File: src/rtl/stage2_pkg.sv
// Shared constants, stage codes and FSM state type for the stage-2 feeder.
// Imported by stage2_fifo and stage2_feeder.
package stage2_pkg;

    localparam int WIDTH = 16;
    localparam int LANES = 2;
    localparam int PARA  = 8;
    localparam int N     = 4096;

    typedef enum logic [1:0] {
        S_IDLE,
        S_RUN,
        S_DRAIN,
        S_DONE
    } state_t;

    localparam logic [2:0] STG_0 = 3'd0;
    localparam logic [2:0] STG_1 = 3'd1;
    localparam logic [2:0] STG_2 = 3'd2;
    localparam logic [2:0] STG_3 = 3'd3;
    localparam logic [2:0] STG_4 = 3'd4;
    localparam logic [2:0] STG_5 = 3'd5;
    localparam logic [2:0] STG_6 = 3'd6;
    localparam logic [2:0] STG_7 = 3'd7;

    // Stages whose results are worth writing back when filtering is on.
    function automatic logic wb_stage_sel(input logic [2:0] stg);
        return (stg == STG_5) || (stg == STG_6);
    endfunction

endpackage

File: src/rtl/stage2_fifo.sv
// Input FIFO holding {norm, scale, operand} beats, DEPTH entries (power of 2).
// Ports: CLK_i, RST_i, push_i, pop_i, data_i, data_o (head), full_o, empty_o.
module stage2_fifo #(
    parameter int WIDTH = 16,
    parameter int LANES = 2,
    parameter int DEPTH = 4
) (
    input  logic                         CLK_i,
    input  logic                         RST_i,
    input  logic                         push_i,
    input  logic                         pop_i,
    input  logic [3*LANES*WIDTH-1:0]     data_i,
    output logic [3*LANES*WIDTH-1:0]     data_o,
    output logic                         full_o,
    output logic                         empty_o
);
    import stage2_pkg::*;

    localparam int DW = 3 * LANES * WIDTH;
    localparam int AW = $clog2(DEPTH);

    logic [DW-1:0] mem [DEPTH];
    logic [AW-1:0] wr_ptr;
    logic [AW-1:0] rd_ptr;
    logic [AW:0]   count;
    logic          do_push;
    logic          do_pop;

    assign full_o  = (count == (AW + 1)'(DEPTH));
    assign empty_o = (count == '0);
    assign do_push = push_i & ~full_o;
    assign do_pop  = pop_i & ~empty_o;
    assign data_o  = mem[rd_ptr];

    always_ff @(posedge CLK_i) begin
        if (do_push) begin
            mem[wr_ptr] <= data_i;
        end
    end

    always_ff @(posedge CLK_i or posedge RST_i) begin
        if (RST_i) begin
            wr_ptr <= '0;
            rd_ptr <= '0;
            count  <= '0;
        end else begin
            if (do_push) begin
                wr_ptr <= wr_ptr + 1'b1;
            end
            if (do_pop) begin
                rd_ptr <= rd_ptr + 1'b1;
            end
            case ({do_push, do_pop})
                2'b10:   count <= count + 1'b1;
                2'b01:   count <= count - 1'b1;
                default: count <= count;
            endcase
        end
    end

endmodule

File: src/rtl/stage2_feeder.sv
// Feeds FIFO'd operand beats into the stage-2 pipeline and registers results
// for writeback. Ports: CLK_i/RST_i, start_i/busy_o/done_o control, upstream
// in_* valid/ready, pipeline drive (stall_o, operand/scale/norm/pos), pipeline
// return (stage_i, finished_i, res1/res2), writeback wb_* valid/ready.
// Optional macro STAGE2_FEEDER_WB_FILTER_EN: capture only in stages 5 and 6.
module stage2_feeder #(
    parameter int WIDTH = stage2_pkg::WIDTH,
    parameter int LANES = stage2_pkg::LANES,
    parameter int PARA  = stage2_pkg::PARA,
    parameter int DEPTH = 4
) (
    input  logic                     CLK_i,
    input  logic                     RST_i,
    input  logic                     start_i,
    output logic                     busy_o,
    output logic                     done_o,
    input  logic                     in_valid_i,
    output logic                     in_ready_o,
    input  logic [LANES*WIDTH-1:0]   in_operand_i,
    input  logic [LANES*WIDTH-1:0]   in_scale_i,
    input  logic [LANES*WIDTH-1:0]   in_norm_i,
    output logic                     stall_o,
    output logic [LANES*WIDTH-1:0]   operand_o,
    output logic [LANES*WIDTH-1:0]   scale_o,
    output logic [LANES*WIDTH-1:0]   norm_o,
    output logic [LANES*WIDTH-1:0]   pos_o,
    input  logic [2:0]               stage_i,
    input  logic                     finished_i,
    input  logic [LANES*WIDTH-1:0]   res1_i,
    input  logic [LANES*WIDTH-1:0]   res2_i,
    output logic                     wb_valid_o,
    input  logic                     wb_ready_i,
    output logic [LANES*WIDTH-1:0]   wb_data1_o,
    output logic [LANES*WIDTH-1:0]   wb_data2_o,
    output logic [2:0]               wb_stage_o,
    output logic [PARA-1:0]          wb_pos_o
);
    import stage2_pkg::*;

    localparam int LW = LANES * WIDTH;

    state_t          state_q;
    state_t          state_d;
    logic [PARA-1:0] step_q;
    logic            advance;
    logic            capture;
    logic            fifo_full;
    logic            fifo_empty;
    logic [3*LW-1:0] fifo_din;
    logic [3*LW-1:0] fifo_dout;

    assign fifo_din = {in_norm_i, in_scale_i, in_operand_i};

    stage2_fifo #(
        .WIDTH (WIDTH),
        .LANES (LANES),
        .DEPTH (DEPTH)
    ) u_fifo (
        .CLK_i   (CLK_i),
        .RST_i   (RST_i),
        .push_i  (in_valid_i),
        .pop_i   (advance),
        .data_i  (fifo_din),
        .data_o  (fifo_dout),
        .full_o  (fifo_full),
        .empty_o (fifo_empty)
    );

    assign in_ready_o = ~fifo_full;
    assign advance    = (state_q == S_RUN) & ~fifo_empty
                      & (~wb_valid_o | wb_ready_i);
    assign stall_o    = ~advance;

`ifdef STAGE2_FEEDER_WB_FILTER_EN
    assign capture = advance & wb_stage_sel(stage_i);
`else
    assign capture = advance;
`endif

    // An empty FIFO presents zeros rather than a stale entry.
    assign {norm_o, scale_o, operand_o} = fifo_empty ? '0 : fifo_dout;

    // Positions are only meaningful while running; zero otherwise.
    always_comb begin
        pos_o = '0;
        if (state_q == S_RUN) begin
            for (int i = 0; i < LANES; i++) begin
                pos_o[i*WIDTH +: WIDTH] = WIDTH'(step_q) * WIDTH'(LANES)
                                        + WIDTH'(i);
            end
        end
    end

    always_ff @(posedge CLK_i or posedge RST_i) begin
        if (RST_i) begin
            state_q <= S_IDLE;
        end else begin
            state_q <= state_d;
        end
    end

    always_comb begin
        state_d = state_q;
        busy_o  = 1'b0;
        done_o  = 1'b0;
        unique case (state_q)
            S_IDLE: begin
                if (start_i) state_d = S_RUN;
            end
            S_RUN: begin
                busy_o = 1'b1;
                if (finished_i) state_d = S_DRAIN;
            end
            S_DRAIN: begin
                busy_o = 1'b1;
                if (!wb_valid_o) state_d = S_DONE;
            end
            S_DONE: begin
                done_o  = 1'b1;
                state_d = S_IDLE;
            end
            default: state_d = S_IDLE;
        endcase
    end

    always_ff @(posedge CLK_i or posedge RST_i) begin
        if (RST_i) begin
            step_q <= '0;
        end else if ((state_q == S_IDLE) && start_i) begin
            step_q <= '0;
        end else if (advance) begin
            step_q <= step_q + 1'b1;
        end
    end

    // A capture that coincides with acceptance simply overwrites the slot.
    always_ff @(posedge CLK_i or posedge RST_i) begin
        if (RST_i) begin
            wb_valid_o <= 1'b0;
            wb_data1_o <= '0;
            wb_data2_o <= '0;
            wb_stage_o <= '0;
            wb_pos_o   <= '0;
        end else if (capture) begin
            wb_valid_o <= 1'b1;
            wb_data1_o <= res1_i;
            wb_data2_o <= res2_i;
            wb_stage_o <= stage_i;
            wb_pos_o   <= step_q;
        end else if (wb_ready_i) begin
            wb_valid_o <= 1'b0;
        end
    end

endmodule

File: config.mk
export PLATFORM = sky130hd
export DESIGN_NAME = stage2_feeder
export DESIGN_NICKNAME = d
export VERILOG_FILES = /design/src/rtl/stage2_pkg.sv /design/src/rtl/stage2_fifo.sv /design/src/rtl/stage2_feeder.sv
export SDC_FILE = /design/constraint.sdc
export NUM_CORES = 1
export LEC_CHECK = 0
export ABC_AREA = 0
export ABC_CLOCK_PERIOD_IN_PS = 7470
export BUFFER_PORTS_ARGS = -buffer_cell sky130_fd_sc_hd__buf_2
export CAP_MARGIN = 10
export CORE_ASPECT_RATIO = 1.1
export CORE_MARGIN = 2
export CORE_UTILIZATION = 46
export DETAILED_ROUTE_END_ITERATION = 10
export PLACE_DENSITY = 0.7
export SLEW_MARGIN = 20
export SYNTH_ARGS = -nofsm -noshare
export SYNTH_HDL_FRONTEND = slang
export SYNTH_SLANG_ARGS = --single-unit
File: constraint.sdc
create_clock -name CLK_i -period 7.47 [get_ports CLK_i]
set_clock_uncertainty 0.05 [all_clocks]
set_input_delay 1.1205 -clock CLK_i [delete_from_list [all_inputs] [get_ports CLK_i]]
set_output_delay 1.1205 -clock CLK_i [all_outputs]
set_load 0.005 [all_outputs]
# == Word level (Yosys, flattened, before mapping) ==
# Memories as Yosys holds them, arrays and structs flattened.
# Cells that the tools add are included.
# totals
wordCells,58
regBits,93
input_bits,169
mem_count,1
ramBits,384
# classes
n_addsub,6
muxes,15
eq_ne,9
reduce_logical,8
n_bitwise,9
# mem_list
memory,words,width,rd,rd_ports_with_merged_regs,write_ports,line,text
u_fifo.mem,4,96,1,0,1,stage2_fifo.sv:22,logic [DW-1:0] mem [DEPTH];
# op_table
operator,n
2-to-1 mux 96 bit,1
2-to-1 mux 26 bit,1
2-to-1 mux 8 bit,2
adder 9 x 1 -> 10 bit (second input constant),1
adder 8 x 1 -> 8 bit (second input constant),1
one-hot mux 2 bit (4 select lines),1
equality test 2 bit (second input constant),3
2-to-1 mux 1 bit,6
2-to-1 mux 2 bit,3
inequality test 2 bit (second input constant),3
one-hot mux 3 bit (2 select lines),1
nonzero test 2 bit,3
adder 2 x 1 -> 2 bit (second input constant),2
bitwise AND 1 bit,4
equality test 2 x 1 -> 1 bit (second input constant),2
NOT 1 bit,4
adder 3 x 1 -> 3 bit (second input constant),1
equality test 3 bit (second input constant),1
zero test 3 bit,1
AND reduction 3 bit,1
subtractor 3 x 1 -> 3 bit (second input constant),1
zero test 2 bit,1
OR reduction 2 bit,1
logical AND 1 bit,1
OR 1 bit,1

# == Longest topological paths before layout ==
# Gate-level depths: netlist of the first run.
# logic_depth
ltp_word,7
ltp_mapped,11
depth_no_buf,10

# == Cells and area by module ==
# Synthesis of the first run repeated with hierarchy kept, for this count alone.
# hier_totals
cells_unflattened,907
area_unflattened_um2,18770.5
# modules_own_cells
module,cells_each,instances,area_per_inst_um2,seq_area_each_um2
stage2_fifo,540,1,14254.9,11706.2
stage2_feeder,367,1,4515.6,2152.1

# == Worst setup path before layout of the first run ==
# No wires, ideal clock.
# synth_timing
path_type,input to register
start,input port in_valid_i
end,memory u_fifo.mem[0][0] (netlist name) (enable)
arrival_ns,3.383
path_slack_ns,3.570
path_stages,1
setup_time_ns,0.466
path_cell_list,and3_1
# synth_via
elab_chain_cells,3
# synth_rtl
element,line,text
start: declaration,stage2_feeder.sv:17,"input logic in_valid_i,"
bitwise AND 1 bit,stage2_fifo.sv:31,assign do_push = push_i & ~full_o;
2-to-1 mux 1 bit,stage2_fifo.sv:36,if (do_push) begin
2-to-1 mux 1 bit (not written as such),stage2_fifo.sv:37,mem[wr_ptr] <= data_i;
end: declaration,stage2_fifo.sv:22,
# Every way passes these cells.

# == Final worst setup path of the first run ==
# layout_timing
start,register u_fifo.rd_ptr[0]
end,output port scale_o[18]
# layout_via
elab_chain_cells,2
# layout_rtl
element,line,text
start: declaration,stage2_fifo.sv:24,logic [AW-1:0] rd_ptr;
start signal: assignment,stage2_fifo.sv:51,rd_ptr <= rd_ptr + 1'b1;
memory read (4 x 96 bit),-,
2-to-1 mux 96 bit,stage2_feeder.sv:81,"assign {norm_o, scale_o, operand_o} = fifo_empty ? '0 : fifo_dout;"
end: declaration,stage2_feeder.sv:24,"output logic [LANES*WIDTH-1:0] scale_o,"
# Every way passes these cells.

==> results of run 1 <==
==> layout by cell type (no fill, tap or decap), types with 2 or more instances in the layout <==
cell type  synthesis  final
ha_1              11     11
mux2_2             2      2
clkinv_4           0      2
conb_1             1     15
diode_2            0      2
xnor2_1           10     10
nor4b_1            2      2
buf_2             18    361
mux4_2            96     96
edfxtp_1         384    384
clkinv_1           0      8
nor2_1             7      7
a21oi_1            3      3
inv_1             11     10
nand3_1            2      2
clkinv_2           0      6
nor3_1             3      3
and2_1           106    106
dfrtp_1           93     91
clkbuf_16          0     50
buf_4             28     11
nor4_1             2      2
bufinv_16          0     10
and3_4             0      4
clkbuf_1          24      9
dfrtp_4            0      2
nand2_1          233    233
xor2_1             2      2
==> worst max-delay path, stage by stage, from the launching register on <==
cell,delay (ns)
dfrtp_4,1.06
buf_4,0.78
mux4_2,0.59
and2_1,0.17
buf_2,0.13
==> layer usage <==
metal | vias up | global-route usage (%)
met1 | 5060 | 23.6
li1 | 4599 | -
met3 | 77 | 5.85
met2 | 325 | 33.8
met4 | 8 | 7.30
met5 | - | 0
==> where the power goes <==
part	leakage [nW]	internal [W]	switching (W)	total, W
registers	4.69	0.00358	0.000343	0.00392
logic	3.39	0.00138	0.00150	0.00288
clock network	0.823	0.00158	0.000974	0.00255
total	8.90	0.00654	0.00282	0.00935
==> final cells by class <==
cell class	count	share of cell area, %
flip-flops and latches	477	61.8
multi-input cells	510	19.1
repair buffers	372	8.43
clock buffers	60	5.79
well taps	513	2.86
clock inverters	27	1.77
inverters	12	0.206
diodes	2	0.0223
==> flip-flops by register name (all words and copies together) (netlist names) <==
register and flops:
step_q 8, wb_stage_o 3, wb_pos_o 8, u_fifo.count 3, state_q 2, u_fifo.mem 384, wb_data1_o 32, u_fifo.rd_ptr 2
wb_data2_o 32, wb_valid_o 1, u_fifo.wr_ptr 2
==> final timing paths <==
| path | endpoint | slack [ns] | cells after the start |
|---|---|---|---|
| max in group asynchronous | u_fifo.rd_ptr[1]$_DFFE_PP0P_ | 5.57 | 3 |
| max | scale_o[18] | 2.91 | 4 |
| min reg2reg | wb_data2_o[19]$_DFFE_PP0P_ | 0.42 | 2 |
| min in group asynchronous | wb_data1_o[9]$_DFFE_PP0P_ | 0.58 | 2 |
| max reg2reg | u_fifo.rd_ptr[1]$_DFFE_PP0P_ | 4.45 | 7 |
| min | wb_data2_o[19]$_DFFE_PP0P_ | 0.42 | 2 |
==> logic make-up after synthesis <==
logic type	after synthesis	share of synthesized area [%]
AOI/OAI and AO/OA	6	0.196
xor gates and xnor gates	12	0.567
adders and majority gates	12	0.851
buffers and inverters	86	2.55
DFF	477	74.8
muxes	99	11.8
other	1	0.0202
and+or+nand+nor	366	9.18
==> per-stage QoR <==
stage	power, W	cells	utilization, %	setup WS [ns]	hold WS, ns
after floorplan	0.00572	1073	-	3.57	0.409
after global placement	0.00687	1884	51.8	3.36	0.402
after detailed placement	0.00693	1884	51.8	3.36	0.407
after CTS	0.00951	1971	56.1	2.71	0.422
after global routing	0.00988	1971	56.1	2.56	0.440
final	0.00935	1973	56.1	2.91	0.416
==> impl_metrics.json, run 1 <==
{
  "status": "finished, final reports clean",
  "seq_area_frac_synth_pct": 74.8,
  "rr_startpoint": "state_q[1]$_DFFE_PP0P_",
  "worst_pin_slew_ns": 0.988,
  "cts_post_setup_buffers_inserted": 0,
  "synth_top_flop_cell": "edfxtp_1",
  "ys_warn_count": 0,
  "yosysTopAreaCellShare_pct": 62.2,
  "grt_usage_pct": 19.7,
  "routed_wl_mm": 40.9,
  "clock-root-buffer": "clkbuf_16",
  "p_leak_nw": 8.90,
  "cts_resized": 0,
  "cts_buffers": 48,
  "design.core.area_sq_um": 40000,
  "cts_tree": "built",
  "grt_pass1_wl_mm": 62.0,
  "dp.final_hpwl_mm": 26.1,
  "synthTopCellsByArea": "edfxtp_1 (62%), dfrtp_1 (13%), mux4_2 (12%)",
  "fmax_ghz": 0.219,
  "path_class": "reg -> out",
  "netlist_instances": 1059,
  "ant_nets": 0,
  "crit_fanout": 46,
  "cts.sinks": 477,
  "tns_ns": 0,
  "die_h_um": 215,
  "drv_cap": 0,
  "synth-seq-cells": 477,
  "drc": 0,
  "seqCellArea_sq_um": 13900,
  "clk_latency_ns": 0.57,
  "grt_max_degree": 79,
  "critPathCaptureType": "output port",
  "rsz0062_at_grt": "no",
  "initial_core_util_pct": 46.3,
  "area_growth_pct": 21.0,
  "slew_violations": 0,
  "synth_common_cells": "edfxtp_1 (384), nand2_1 (233), and2_1 (106)",
  "die-area_sq_um": 41900,
  "period_share_pct": 61.0,
  "yosysTopAreaCell": "edfxtp_1",
  "drive_above_1_share_pct": 37.7,
  "clkTransAtPathRegs_ns": 0.06,
  "worstSetupStartpoint": "u_fifo.rd_ptr[0]$_DFFE_PP0P_",
  "min-delay-start": "wb_data2_o[19]$_DFFE_PP0P_",
  "fill_cells": 3105,
  "dr_wl_met2_mm": 20.9,
  "hold_buffers": 0,
  "vias": 10069,
  "power_density_nw_per_um2": 417,
  "first_pass_iters": 4,
  "synth_edf_count": 384,
  "max_slew_margin_pct": 34.1,
  "worstPathArrival_ns": 3.39,
  "syn_area_sq_um": 18500,
  "required_ns": 6.30,
  "fp.dieW_um": 195,
  "min_path_type": "reg -> reg",
  "nets": 1602,
  "multiInputGateArea_sq_um": 4280,
  "drt-initial-drc-count": 449,
  "gp_congestion": 0.768,
  "finalCriticalPeriod_ns": 4.56,
  "grt-ovfl-total": 0,
  "setup_viol": 0,
  "finalInstanceArea_sq_um": 22400,
  "io_pins": 377,
  "rows": 77,
  "portBuffers": 361,
  "finalHoldViolations": 0,
  "startpoint_type": "register",
  "antenna_found_initial": 11,
  "grt_pass1_vias": 10422,
  "clockBufferDepth": 3,
  "highest_layer": "met5",
  "met1_length_mm": 15.9,
  "synth_most_common_cell": "edfxtp_1",
  "wl_per_cell_um": 20.7,
  "wl_met3_mm": 2.95,
  "placed_area_sq_um": 20700,
  "htreeDepth": 2,
  "async_reset_ff_share_pct": 19.5,
  "vdd_drop_max_v": 0.000211,
  "synth_cell_types": 35,
  "viasPerCell": 5.10,
  "syn_avg_cell_area_sq_um": 17.5
}
Note: power is estimated with default switching activity, not from simulation.
==> run 2: changes to the inputs <==
- ABC_CLOCK_PERIOD_IN_PS: 7470 -> 4350
- clock period: 7.47 -> 4.35 ns (I/O delays scaled with it)
==> impl_metrics.json, run 2 (synthesized netlist as in run 1, its figures left out) <==
{
  "finalInstanceArea_sq_um": 22400,
  "placed_area_sq_um": 20800,
  "clock-root-buffer": "clkbuf_16",
  "finalCriticalPeriod_ns": 3.43,
  "cp_top_family": "flip-flops",
  "fmax_ghz": 0.292,
  "cts_buffers": 48,
  "die-area_sq_um": 41900,
  "vdd_drop_max_v": 0.000391,
  "clk_latency_ns": 0.57,
  "max_stage_delay_ns": 0.74,
  "layout_common_cells": "edfxtp_1 (384), buf_2 (361), nand2_1 (233), and2_1 (106), mux4_2 (96)",
  "dp.final_hpwl_mm": 27.2,
  "cts.sinks": 477,
  "clockBufferDepth": 3,
  "p_seq_share_pct": 42.0,
  "cts_post_setup_buffers_inserted": 0,
  "drive_above_1_share_pct": 37.8,
  "power_density_nw_per_um2": 706,
  "hold_buffers": 0,
  "netSwitchingPower_w": 0.00487,
  "antenna_found_initial": 10,
  "p_int_w": 0.0110,
  "grt_util_met3_pct": 5.57,
  "worstSetupPathDepth": 4,
  "grt_usage_pct": 19.8,
  "grtUsageMet2_pct": 35.1,
  "pwr-share-clk_pct": 25.6,
  "busiest_layer": "met2",
  "vias": 10227,
  "worstPathArrival_ns": 2.73,
  "min_path_type": "in -> async",
  "critPathCaptureType": "output port",
  "htreeDepth": 2,
  "largest_registers": "u_fifo.mem x384, wb_data1_o x32, wb_data2_o x32",
  "rr_worst_depth": 9,
  "grt_pass1_wl_mm": 62.5,
  "max_slew_margin_pct": 39.9,
  "viasPerCell": 5.15,
  "required_ns": 3.65,
  "crit_fanout": 25,
  "rows": 77,
  "area_growth_pct": 20.9,
  "status": "finished, final reports clean",
  "die_h_um": 215,
  "worst_pin_slew_ns": 0.902,
  "design.core.area_sq_um": 40000,
  "grt_max_degree": 79,
  "globalRouteMet1Util_pct": 23.3,
  "cpMaxStageDelayCell": "dfrtp_4",
  "fp.dieW_um": 195,
  "top_register": "u_fifo.mem",
  "switching_share_pct": 30.8,
  "finalHoldViolations": 0,
  "rsz0062_at_grt": "no",
  "largest_register_ffs": 384,
  "cts_tree": "built",
  "clkTransAtPathRegs_ns": 0.06,
  "power_w": 0.0158,
  "startpoint_type": "register",
  "nets": 1612,
  "period_share_pct": 78.8,
  "cts_resized": 0,
  "drc": 0,
  "crit_chain": "buf_4 > mux4_2 > and2_1 > buf_2",
  "io_pins": 377,
  "holdWs_ns": 0.151,
  "path_class": "reg -> out",
  "tns_ns": 0,
  "initial_core_util_pct": 46.3,
  "grt-ovfl-total": 0,
  "gp_congestion": 0.782,
  "path_buf_inv": 2,
  "slew_violations": 0,
  "p_leak_nw": 8.90,
  "ant_nets": 0,
  "drt-initial-drc-count": 478,
  "portBuffers": 361,
  "wl_per_cell_um": 20.8,
  "routed_wl_mm": 41.3,
  "grt_pass1_vias": 10694,
  "combPwrFrac_pct": 32.3,
  "fill_cells": 3125,
  "drv_cap": 0,
  "first_pass_iters": 5,
  "setup_viol": 0,
  "final_common_cell": "edfxtp_1"
}
[run 2: final timing paths]
kind	start	to	slack [ns]
min reg2reg	wb_data2_o[0]$_DFFE_PP0P_	wb_data2_o[0]$_DFFE_PP0P_	0.42
max	u_fifo.rd_ptr[0]$_DFFE_PP0P_	operand_o[29]	0.92
min	RST_i	wb_data1_o[29]$_DFFE_PP0P_	0.15
max reg2reg	u_fifo.count[2]$_DFFE_PP0P_	u_fifo.count[2]$_DFFE_PP0P_	1.84
max in group asynchronous	RST_i	u_fifo.rd_ptr[0]$_DFFE_PP0P_	2.92
min in group CLK_i	res1_i[31]	wb_data1_o[31]$_DFFE_PP0P_	0.22
[run 2: worst register-to-register path, cell delays in order (launching register included)]
cell,delay [ns]
dfrtp_1,0.43
or3_4,0.50
nand3_4,0.31
inv_2,0.13
ha_1,0.18
inv_1,0.06
fa_1,0.37
xor2_1,0.15
nor2_1,0.11
xor2_1,0.15
[run 2: routing by layer]
layer	wire length, um	up-vias
met5	72	-
met4	892	10
met3	2970	65
met2	21600	378
met1	15800	5158
li1	-	4616
[run 2: stage by stage]
stage,setup slack (ns),std cells,utilization [%]
floorplan,0.916,1073,-
global placement,1.42,1894,52.1
detailed placement,1.41,1894,52.1
CTS,0.779,1983,56.0
global route,0.692,1984,56.0
finish,0.921,1987,56.0
[run 2: cell type report]
cell class | instances | area, sq um | area share, %
inverter | 12 | 46.3 | 0.207
multi-input combinational | 510 | 4280 | 19.1
antenna | 4 | 10.0 | 0.0447
timing repair buffer | 382 | 2000 | 8.94
sequential | 477 | 13900 | 61.9
tap | 513 | 642 | 2.87
clock inverter | 33 | 285 | 1.27
clock buffer | 56 | 1270 | 5.69
[run 2: power by group through the flow]
stage	Clock, W	Combinational [W]	Sequential, W
global placement	0	0.00518	0.00670
detailed placement	0	0.00523	0.00676
floorplan	0	0.00321	0.00660
finish	0.00405	0.00512	0.00665
CTS	0.00415	0.00526	0.00667
global route	0.00432	0.00566	0.00677
==> run 3: changes to the inputs <==
- ABC_AREA: 0 -> 1
- ABC_CLOCK_PERIOD_IN_PS: 4350 -> 3200
- clock period: 4.35 -> 3.2 ns (I/O delays scaled with it)
==> impl_metrics.json, run 3 <==
{
  "synth_common_cells": "nor2_1 (396), edfxtp_1 (384), nand2_1 (252)",
  "first_pass_iters": 5,
  "layout_common_cells": "nor2_1 (392), edfxtp_1 (384), buf_2 (361), nand2_1 (252), o21ai_0 (179)",
  "grt-ovfl-total": 0,
  "vdd_drop_max_v": 0.000505,
  "max_stage_delay_ns": 0.65,
  "ys_warn_count": 0,
  "p_leak_nw": 9.32,
  "period_share_pct": 91.3,
  "antenna_found_initial": 12,
  "r2r_setup_slack_ns": 0.71,
  "status": "finished, final reports clean",
  "path_class": "reg -> out",
  "cts_tree": "built",
  "placed_area_sq_um": 21300,
  "critPathCaptureType": "output port",
  "drive_above_1_share_pct": 24.1,
  "finalHoldViolations": 0,
  "syn_area_sq_um": 19000,
  "largest_registers": "u_fifo.mem x384, wb_data1_o x32, wb_data2_o x32",
  "worstPathArrival_ns": 2.39,
  "fmax_ghz": 0.342,
  "largest_register_ffs": 384,
  "synth_edf_count": 384,
  "grt_pass1_vias": 12692,
  "hold_end": "wb_data1_o[7]$_DFFE_PP0P_",
  "required_ns": 2.67,
  "finalInstanceArea_sq_um": 22900,
  "rr_worst_depth": 10,
  "fill_cells": 3439,
  "synth_top_flop_cell": "edfxtp_1",
  "dp.final_hpwl_mm": 28.1,
  "worst_pin_slew_ns": 0.860,
  "slew_violations": 0,
  "area_growth_pct": 20.2,
  "portBuffers": 361,
  "viasPerCell": 5.09,
  "power_w": 0.0223,
  "htreeDepth": 2,
  "cts.sinks": 477,
  "layout_setup_ws_ns": 0.278,
  "syn_avg_cell_area_sq_um": 11.8,
  "clock-root-buffer": "clkbuf_16",
  "wl_per_cell_um": 17.9,
  "post-place-ws_ns": 0.686,
  "drc": 0,
  "cts_buffers": 47,
  "multiInputGateArea_sq_um": 4390,
  "cpMaxStageDelayCell": "dfrtp_4",
  "die-area_sq_um": 43100,
  "hold_depth": 3,
  "design.core.area_sq_um": 41100,
  "drv_cap": 0,
  "nets": 2141,
  "drt-initial-drc-count": 728,
  "gp_congestion": 0.826,
  "vias": 13039,
  "ant_nets": 0,
  "rr_startpoint": "state_q[1]$_DFFE_PP0P_",
  "seqCellArea_sq_um": 13900,
  "netlist_instances": 1621,
  "finalCriticalPeriod_ns": 2.92,
  "dp.cells": 2469,
  "routed_wl_mm": 45.8,
  "min_path_type": "in -> reg",
  "top_register": "u_fifo.mem",
  "grt_pass1_wl_mm": 69.6,
  "yosysTopAreaCell": "edfxtp_1",
  "rsz0062_at_grt": "no",
  "synth_most_common_cell": "nor2_1",
  "clkTransAtPathRegs_ns": 0.06,
  "yosysTopAreaCellShare_pct": 60.5,
  "fp.dieW_um": 198,
  "power_density_nw_per_um2": 975,
  "timing.rr.end": "u_fifo.count[2]$_DFFE_PP0P_",
  "synthTopCellsByArea": "edfxtp_1 (61%), dfrtp_1 (12%), nor2_1 (7.8%)",
  "initial_core_util_pct": 46.4,
  "async_reset_ff_share_pct": 19.5,
  "min-delay-start": "res1_i[7]",
  "final_common_cell": "nor2_1",
  "setup_viol": 0,
  "synth_cell_types": 29,
  "die_h_um": 217,
  "worstSetupStartpoint": "u_fifo.rd_ptr[0]$_DFFE_PP0P_",
  "crit_chain": "inv_6 > buf_12 > o21ai_0 > a21oi_1 > buf_2",
  "max_slew_margin_pct": 42.7,
  "grt_max_degree": 94,
  "startpoint_type": "register",
  "synth-seq-cells": 477,
  "rows": 78,
  "layout.cells.non_filler": 2563,
  "grt_usage_pct": 21.1,
  "io_pins": 377,
  "crit_fanout": 68,
  "seq_area_frac_synth_pct": 72.7,
  "clockBufferDepth": 3,
  "clk_latency_ns": 0.58
}
[run 3: cell types whose count changed after synthesis, moves of 7 or more]
cell / change
o21ai_0: +178
xnor2_1: -9
inv_1: +19
nand2_1: +19
nor2_1: +389
a21oi_1: +96
buf_4: +14
o21ai_1: +27
mux4_2: -96
nand3_1: +7
buf_6: +11
clkbuf_2: +15
and2_1: -106
[run 3: worst max path at each step]
stage	depth (start not counted)	slack (ns)	to
final	5	0.28	operand_o[19]
after global routing	5	0.11	scale_o[0]
after CTS	5	0.02	operand_o[19]
after detailed placement	10	0.69	u_fifo.count[2]$_DFFE_PP0P_
after global placement	6	0.74	scale_o[12]
after floorplan	4	-0.55	u_fifo.mem[0][0]$_DFFE_PP_
[run 3: power breakdown]
group	switching (W)	internal, W	total [W]	leakage (nW)
clock network	0.00232	0.00327	0.00558	0.761
logic	0.00502	0.00286	0.00788	3.87
registers	0.000574	0.00829	0.00887	4.69
total	0.00791	0.0144	0.0223	9.32
[run 3: metal layers]
metal  track usage (%)  wire length [um]
met5                 0               135
met4              8.05              1090
met3              5.72              3440
met2              36.3             22800
met1              25.2             18300
[run 3: area by class of cell]
class	instances	share of cell area (%)
diodes	6	0.0656
clock buffers	58	5.45
clock inverters	28	1.42
inverters	38	0.672
multi-input cells	1005	19.2
flip-flops and latches	477	60.6
well taps	560	3.06
repair buffers	391	9.63
[run 3: through the flow]
step,hold slack (ns),utilization (%),setup TNS [ns]
after floorplan,0.416,-,-209.70
after global placement,0.407,51.8,0
after detailed placement,0.410,51.8,0
after CTS,0.00755,55.6,0
after global routing,0.0241,55.7,0
final,0.0362,55.7,0
[run 3: cell families after synthesis]
kind of cell | after synthesis | share of synthesized area, %
and+or+nand+nor | 668 | 13.5
DFF | 477 | 72.7
AOI/OAI and AO/OA | 305 | 8.01
buffers and inverters | 153 | 4.66
adders and majority gates | 12 | 0.828
xor gates and xnor gates | 5 | 0.230
other | 1 | 0.0197
[run 3: worst max-delay path: cells and delay by family (launching register included)]
| family | cells | cell delay [ns] |
|---|---|---|
| flip-flops | 1 | 0.65 |
| AO/OA/AOI/OAI | 2 | 0.36 |
| buffers and inverters | 3 | 0.73 |
[run 3: what timing repair did]
item,in CTS,in global routing
hold buffers,1,0
endpoints found under the hold margin,93,0
setup endpoints to repair,0,36
setup buffers,0,1
resized for setup,0,1
